## src/rtl/pipe_ctrl_pkg.sv

```systemverilog
// -----------------------------------------------------------------------------
// pipes: shared types for the decode-side pipeline sequencer.
//   ctrl_state_t    - sequencer state (normal run / redirect waiting on fetch)
//   pipe_ctrl_out_t - stall/flush bits, grouped for pipeline register hookup
// -----------------------------------------------------------------------------
package pipes;

    typedef enum logic [0:0] {
        RUN        = 1'b0,
        REDIR_PEND = 1'b1
    } ctrl_state_t;

    typedef struct packed {
        logic stall_f;
        logic stall_d;
        logic stall_e;
        logic stall_m;
        logic flush_d;
        logic flush_e;
        logic flush_w;
    } pipe_ctrl_out_t;

    localparam pipe_ctrl_out_t CTRL_IDLE = '0;

    // Data memory still busy: freeze F..M and drain a bubble into W.
    localparam pipe_ctrl_out_t CTRL_MEM_WAIT = '{
        stall_f: 1'b1, stall_d: 1'b1, stall_e: 1'b1, stall_m: 1'b1,
        flush_d: 1'b0, flush_e: 1'b0, flush_w: 1'b1
    };

    // Load-use hazard: hold F and D, send a bubble into E.
    localparam pipe_ctrl_out_t CTRL_LOAD_USE = '{
        stall_f: 1'b1, stall_d: 1'b1, stall_e: 1'b0, stall_m: 1'b0,
        flush_d: 1'b0, flush_e: 1'b1, flush_w: 1'b0
    };

endpackage

```

## src/rtl/pipe_ctrl_hazard_detect.sv

```systemverilog
// -----------------------------------------------------------------------------
// hazard_detect: combinational load-use hazard compare between decode and
// execute.
//   d_valid, rs1, rs2          - decode instruction and its source registers
//   e_valid, e_is_load, e_dst  - execute instruction, load flag, destination
//   load_use                   - decode needs a value the load in E has not
//                                produced yet
// -----------------------------------------------------------------------------
module hazard_detect (
    input  logic       d_valid,
    input  logic [4:0] rs1,
    input  logic [4:0] rs2,
    input  logic       e_valid,
    input  logic       e_is_load,
    input  logic [4:0] e_dst,
    output logic       load_use
);

    always_comb begin
        load_use = 1'b0;
        // x0 is hardwired to zero, so a load "writing" it never creates a hazard.
        if (e_valid && e_is_load && (e_dst != 5'd0) && d_valid &&
            ((e_dst == rs1) || (e_dst == rs2))) begin
            load_use = 1'b1;
        end
    end

endmodule

```

## src/rtl/pipe_ctrl.sv

```systemverilog
// -----------------------------------------------------------------------------
// pipe_ctrl: pipeline sequencer beside the decode stage of the 5-stage core.
// Produces per-stage stall/flush, inserts load-use bubbles and issues PC
// redirects for control transfers resolved in decode. A redirect that meets a
// busy fetch is parked in pend_pc until fetch is free.
//   clk, reset                 - core clock, synchronous active-high reset
//   d_valid, rs1, rs2          - decode instruction and source registers
//   branch, pcbranch           - decode resolved a taken transfer, its target
//   e_valid, e_is_load, e_dst  - execute stage instruction info
//   i_busy, d_busy             - fetch / data memory request outstanding
//   stall_f/d/e/m              - hold F/D, D/E, E/M, M/W registers
//   flush_d/e/w                - load bubble into D, E, W registers
//   redirect_valid/pc          - one-cycle fetch redirect and its target
//   stall_cycles               - running count of cycles with stall_d=1
// Priority: d_busy > load-use > branch.
// -----------------------------------------------------------------------------
module pipe_ctrl
    import pipes::*;
#(
    parameter int ADDR_W = 64,
    parameter int CNT_W  = 64
) (
    input  logic              clk,
    input  logic              reset,
    input  logic              d_valid,
    input  logic [4:0]        rs1,
    input  logic [4:0]        rs2,
    input  logic              branch,
    input  logic [ADDR_W-1:0] pcbranch,
    input  logic              e_valid,
    input  logic              e_is_load,
    input  logic [4:0]        e_dst,
    input  logic              i_busy,
    input  logic              d_busy,
    output logic              stall_f,
    output logic              stall_d,
    output logic              stall_e,
    output logic              stall_m,
    output logic              flush_d,
    output logic              flush_e,
    output logic              flush_w,
    output logic              redirect_valid,
    output logic [ADDR_W-1:0] redirect_pc,
    output logic [CNT_W-1:0]  stall_cycles
);

    ctrl_state_t       state_q, state_d;
    logic [ADDR_W-1:0] pend_pc_q, pend_pc_d;
    logic [CNT_W-1:0]  stall_cycles_q, stall_cycles_d;

    pipe_ctrl_out_t    ctrl;
    logic              load_use;

    hazard_detect u_hazard_detect (
        .d_valid   (d_valid),
        .rs1       (rs1),
        .rs2       (rs2),
        .e_valid   (e_valid),
        .e_is_load (e_is_load),
        .e_dst     (e_dst),
        .load_use  (load_use)
    );

    always_comb begin
        state_d        = state_q;
        pend_pc_d      = pend_pc_q;
        ctrl           = CTRL_IDLE;
        redirect_valid = 1'b0;
        redirect_pc    = '0;

        // Outputs are forced quiet while reset is held so nothing leaks
        // into the pipeline from inputs sampled during reset.
        if (!reset) begin
            if (d_busy) begin
                // Memory wait freezes everything; a pending redirect stays parked
                // and a branch in decode is simply seen again later.
                ctrl = CTRL_MEM_WAIT;
                if (state_q == REDIR_PEND) begin
                    ctrl.flush_d = 1'b1;
                end
            end else if (state_q == REDIR_PEND) begin
                // Whatever fetch delivers now is wrong-path, so D is killed
                // every cycle until the redirect goes out.
                ctrl.flush_d = 1'b1;
                if (i_busy) begin
                    ctrl.stall_f = 1'b1;
                end else begin
                    redirect_valid = 1'b1;
                    redirect_pc    = pend_pc_q;
                    state_d        = RUN;
                end
            end else if (load_use) begin
                // A branch in decode is ignored here; decode is held so the
                // branch is re-evaluated next cycle.
                ctrl = CTRL_LOAD_USE;
            end else if (d_valid && branch) begin
                ctrl.flush_d = 1'b1;
                if (i_busy) begin
                    ctrl.stall_f = 1'b1;
                    pend_pc_d    = pcbranch;
                    state_d      = REDIR_PEND;
                end else begin
                    redirect_valid = 1'b1;
                    redirect_pc    = pcbranch;
                end
            end
        end

        stall_cycles_d = stall_cycles_q + {{(CNT_W-1){1'b0}}, ctrl.stall_d};
    end

    always_ff @(posedge clk) begin
        if (reset) begin
            state_q        <= RUN;
            pend_pc_q      <= '0;
            stall_cycles_q <= '0;
        end else begin
            state_q        <= state_d;
            pend_pc_q      <= pend_pc_d;
            stall_cycles_q <= stall_cycles_d;
        end
    end

    assign stall_f      = ctrl.stall_f;
    assign stall_d      = ctrl.stall_d;
    assign stall_e      = ctrl.stall_e;
    assign stall_m      = ctrl.stall_m;
    assign flush_d      = ctrl.flush_d;
    assign flush_e      = ctrl.flush_e;
    assign flush_w      = ctrl.flush_w;
    assign stall_cycles = stall_cycles_q;

endmodule

```

## config.mk

```make
export PLATFORM = sky130hd
export DESIGN_NAME = pipe_ctrl
export DESIGN_NICKNAME = d
export VERILOG_FILES = /design/src/rtl/pipe_ctrl_pkg.sv /design/src/rtl/pipe_ctrl_hazard_detect.sv /design/src/rtl/pipe_ctrl.sv
export SDC_FILE = /design/constraint.sdc
export NUM_CORES = 1
export LEC_CHECK = 0
export ABC_AREA = 1
export BUFFER_PORTS_ARGS = -buffer_cell sky130_fd_sc_hd__buf_2
export CAP_MARGIN = 30
export CORE_AREA = 2 2 131 133
export CTS_BUF_LIST = sky130_fd_sc_hd__clkbuf_16
export DETAILED_ROUTE_END_ITERATION = 8
export DIE_AREA = 0 0 133 135
export GPL_TIMING_DRIVEN = 0
export PLACE_DENSITY = 0.77
export SYNTH_ARGS = -nofsm -noshare
export SYNTH_HDL_FRONTEND = slang
export SYNTH_SLANG_ARGS = --single-unit
```

## constraint.sdc

```tcl
create_clock -name clk -period 2.22 [get_ports clk]
set_clock_uncertainty 0.15 [all_clocks]
set_input_delay 0.111 -clock clk [delete_from_list [all_inputs] [get_ports clk]]
set_output_delay 0.111 -clock clk [all_outputs]
set_load 0.05 [all_outputs]
```

==> flow_metrics.env <==
export IMPL_grt_pass1_vias=8971
export IMPL_netlist_area_leader_share_pct=33.11
export IMPL_reg2reg_depth=14
export IMPL_drt_initial_drc_count=688
export IMPL_synth_edf_count=0
export IMPL_worstMarginPinSlew_ps=658.3
export IMPL_r2r_start="state_q"
export IMPL_r2r_setup_slack_ps=-5
export IMPL_p_total_w=0.005888
export IMPL_syn_inst=1307
export IMPL_drive_gt1_share_pct=23.54
export IMPL_synth_seq_cells=129
export IMPL_finalNetCount=1723
export IMPL_dieWidth_um=133
export IMPL_violations="setup timing"
export IMPL_die_area_mm2=0.01796
export IMPL_synth_largest_area_cell="dfxtp_1"
export IMPL_routed_wl_mm=28.72
export IMPL_switching_share_pct=25.43
export IMPL_avgSynthCellArea_um2=5.968
export IMPL_crit_type="flop to flop"
export IMPL_ys_flop_type="dfxtp_1"
export IMPL_dpl_hpwl_mm=20.93
export IMPL_leakage_nw=5.080
export IMPL_max_freq_ghz=0.4495
export IMPL_antenna_found_initial=0
export IMPL_netlist_area_mm2=0.007800
export IMPL_cellInternalPower_w=0.004391
export IMPL_hold_viol=0
export IMPL_seq_area_frac_synth_pct=33.11
export IMPL_postSynth_asyncResetShare_pct=0
export IMPL_wl_per_cell_um=15.41
export IMPL_ant_nets=0
export IMPL_grt_max_degree=17
export IMPL_min_from="reset"
export IMPL_clock_latency_ps=420
export IMPL_gp_congestion=0.9609
export IMPL_clkSinkCount=129
export IMPL_final_setup_tns_ps=-6.670
export IMPL_synthDistinctLibCells=29
export IMPL_maxSlewViolCount=0
export IMPL_irDropWorstVdd_v=0.0004998
export IMPL_io_pin_count=223
export IMPL_outcome="finished, violations left"
export IMPL_port_buffers=221
export IMPL_grt_pass1_wl_mm=44.38
export IMPL_clkPwrFrac_pct=47.2
export IMPL_cts_tree="built"
export IMPL_die_h_um=135
export IMPL_critPathLaunchType="flop"
export IMPL_period_share_pct=100.2
export IMPL_critPathMaxFanout=7
export IMPL_track_usage_pct=31.01
export IMPL_design_area_mm2=0.01096
export IMPL_rr_endpoint="stall_cycles[26]"
export IMPL_rsz0062_at_grt="true"
export IMPL_syn_nets=1396
export IMPL_path_clk_slew_ps=50
export IMPL_cts_inserted_buffers=17
export IMPL_p_sw_w=0.001497
export IMPL_antenna_cells=0
export IMPL_pre_cts_ws_ps=-633.4
export IMPL_min_path_cells=3
export IMPL_drt_pre_antenna_iters=5
export IMPL_dpl_instance_area_mm2=0.009276
export IMPL_fin_ws_ps=-4.537
export IMPL_start_util_pct=47.54
export IMPL_power_frac_comb_pct=12.4
export IMPL_hold_path_end="stall_cycles[0]"
export IMPL_fp_coreArea_mm2=0.01641
export IMPL_worstHoldPathType="input pin to flop"
export IMPL_post_route_min_period_ps=2225
export IMPL_num_rows=47
export IMPL_timing_final_setup_violations=2
export IMPL_maxCapViolations=0
export IMPL_relSlewSlack_pct=56.12
export IMPL_synthTopCellsByArea="dfxtp_1, nand2_1, nor2_1, a21oi_1, inv_1"
export IMPL_power_frac_seq_pct=40.5
export IMPL_critPathArrivalTime_ps=2420
export IMPL_critical_path_endpoint_type="flop"
export IMPL_area_delta_synth_final_pct=40.47
export IMPL_h_tree_depth=4
export IMPL_fillCellCount=1481
export IMPL_num_vias=9580
export IMPL_grt_overflow=0
export IMPL_cts_root_buf="clkbuf_16"
export IMPL_synth_warnings=0
export IMPL_clockBufferDepth=2
export IMPL_p_per_area_mw_per_mm2=537.4
export IMPL_cp_required_ps=2410
export IMPL_viasPerCell=5.139
export IMPL_drc=0
-- metrics by stage --
step / util (%) / hold slack (ps) / std cells
floorplan: - / 165.8 / 1307
global placement: 56.54 / 292.0 / 1748
detailed placement: 56.54 / 302.0 / 1748
CTS: 65.20 / 181.0 / 1855
global route: 66.78 / 209.0 / 1864
finish: 66.78 / 180.5 / 1864
-- critical path, cell delays in order, from the launching register on --
cell and delay [ps]:
dfxtp_4 370, clkinv_8 70, nand3_4 60, nand2_2 90, nand2_4 50, clkinvlp_4 80, ha_4 150, ha_4 150
nand2_4 60, nor2_4 170, nand2_4 100, nor2_4 190, nand2_4 100, or2_0 240, a21oi_1 130
-- placed cells by master, fill, tap and decap left out, types with 13 or more instances in the layout --
cell type	n
a21oi_1	121
buf_2	214
buf_4	27
buf_6	25
clkbuf_1	18
clkbuf_16	17
clkbuf_4	19
dfxtp_1	128
dlygate4sd3_1	66
inv_1	128
nand2_1	304
nand2_2	14
nand3_1	89
nand4_1	16
nor2_1	271
nor2_2	14
o21ai_0	62
or2_0	13
-- worst max path at each step --
stage / start / to / cells after the start
final: state_q / stall_cycles[26] / 14
after global routing: state_q / stall_cycles[26] / 14
after CTS: state_q / stall_cycles[28] / 15
after detailed placement: e_dst[4] / stall_cycles[22] / 17
after global placement: e_dst[4] / stall_cycles[22] / 17
after floorplan: e_dst[4] / stall_cycles[26] / 19
-- what timing repair did --
action                                  CTS  global route
pin swaps                                 8            22
hold endpoints to repair                 65             0
buffers inserted                         12            10
endpoints found under the setup margin   96            93
hold buffers                             66             0
resized for setup                        32            71
-- state kept, by name (all words and copies together) (netlist names) --
signal / flops
stall_cycles: 64
pend_pc_q: 64
state_q: 1
-- Yosys cell counts, types with 4 or more instances --
library cell  instances
nand2_1             318
nor2_1              285
inv_1               133
dfxtp_1             129
a21oi_1             122
nand3_1              94
o21ai_0              71
buf_2                25
clkbuf_1             23
nand4_1              16
or2_0                13
buf_6                12
xor2_1               11
xnor2_1               8
inv_2                 6
nor2_4                6
nor3_1                6
nor2_2                5
nand2_2               4
nand3b_1              4
-- per-layer routing --
metal / up-vias / wire, um / global-route usage [%]
li1: 4748 / - / -
met1: 4302 / 11810 / 37.84
met2: 458 / 13600 / 53.68
met3: 72 / 2223 / 5.330
met4: 0 / 1085 / 13.98
met5: - / 0 / 0
-- cells by family (layout without fill, tap and decap cells) --
| kind of cell | count (synthesis) | after routing | share of synthesized area, % |
|---|---|---|---|
| buf+inv | 207 | 544 | 11.68 |
| compound gates | 196 | 196 | 12.67 |
| xor+xnor | 19 | 19 | 2.133 |
| fa+ha+maj | 2 | 2 | 0.3208 |
| simple gates | 754 | 754 | 40.09 |
| flops | 129 | 129 | 33.11 |
-- power by group through the flow --
stage                     registers, W  logic (W)  clock network [W]
after CTS                      0.00238   0.000701            0.00281
final                          0.00238   0.000728            0.00278
after global placement         0.00243   0.000594                  0
after floorplan                0.00243   0.000395                  0
after global routing           0.00239   0.000796            0.00291
after detailed placement       0.00243   0.000600                  0
-- layout make-up --
type / instances / area [um^2] / area share (%)
clock buffer: 17 / 425.4 / 3.883
tap: 220 / 275.3 / 2.512
buffer: 65 / 395.4 / 3.609
sequential: 129 / 2586 / 23.60
clock inverter: 12 / 145.1 / 1.325
inverter: 141 / 560.5 / 5.116
timing repair buffer: 309 / 2063 / 18.83
multi-input combinational: 971 / 4506 / 41.12
(Power assumes the default switching activity.)
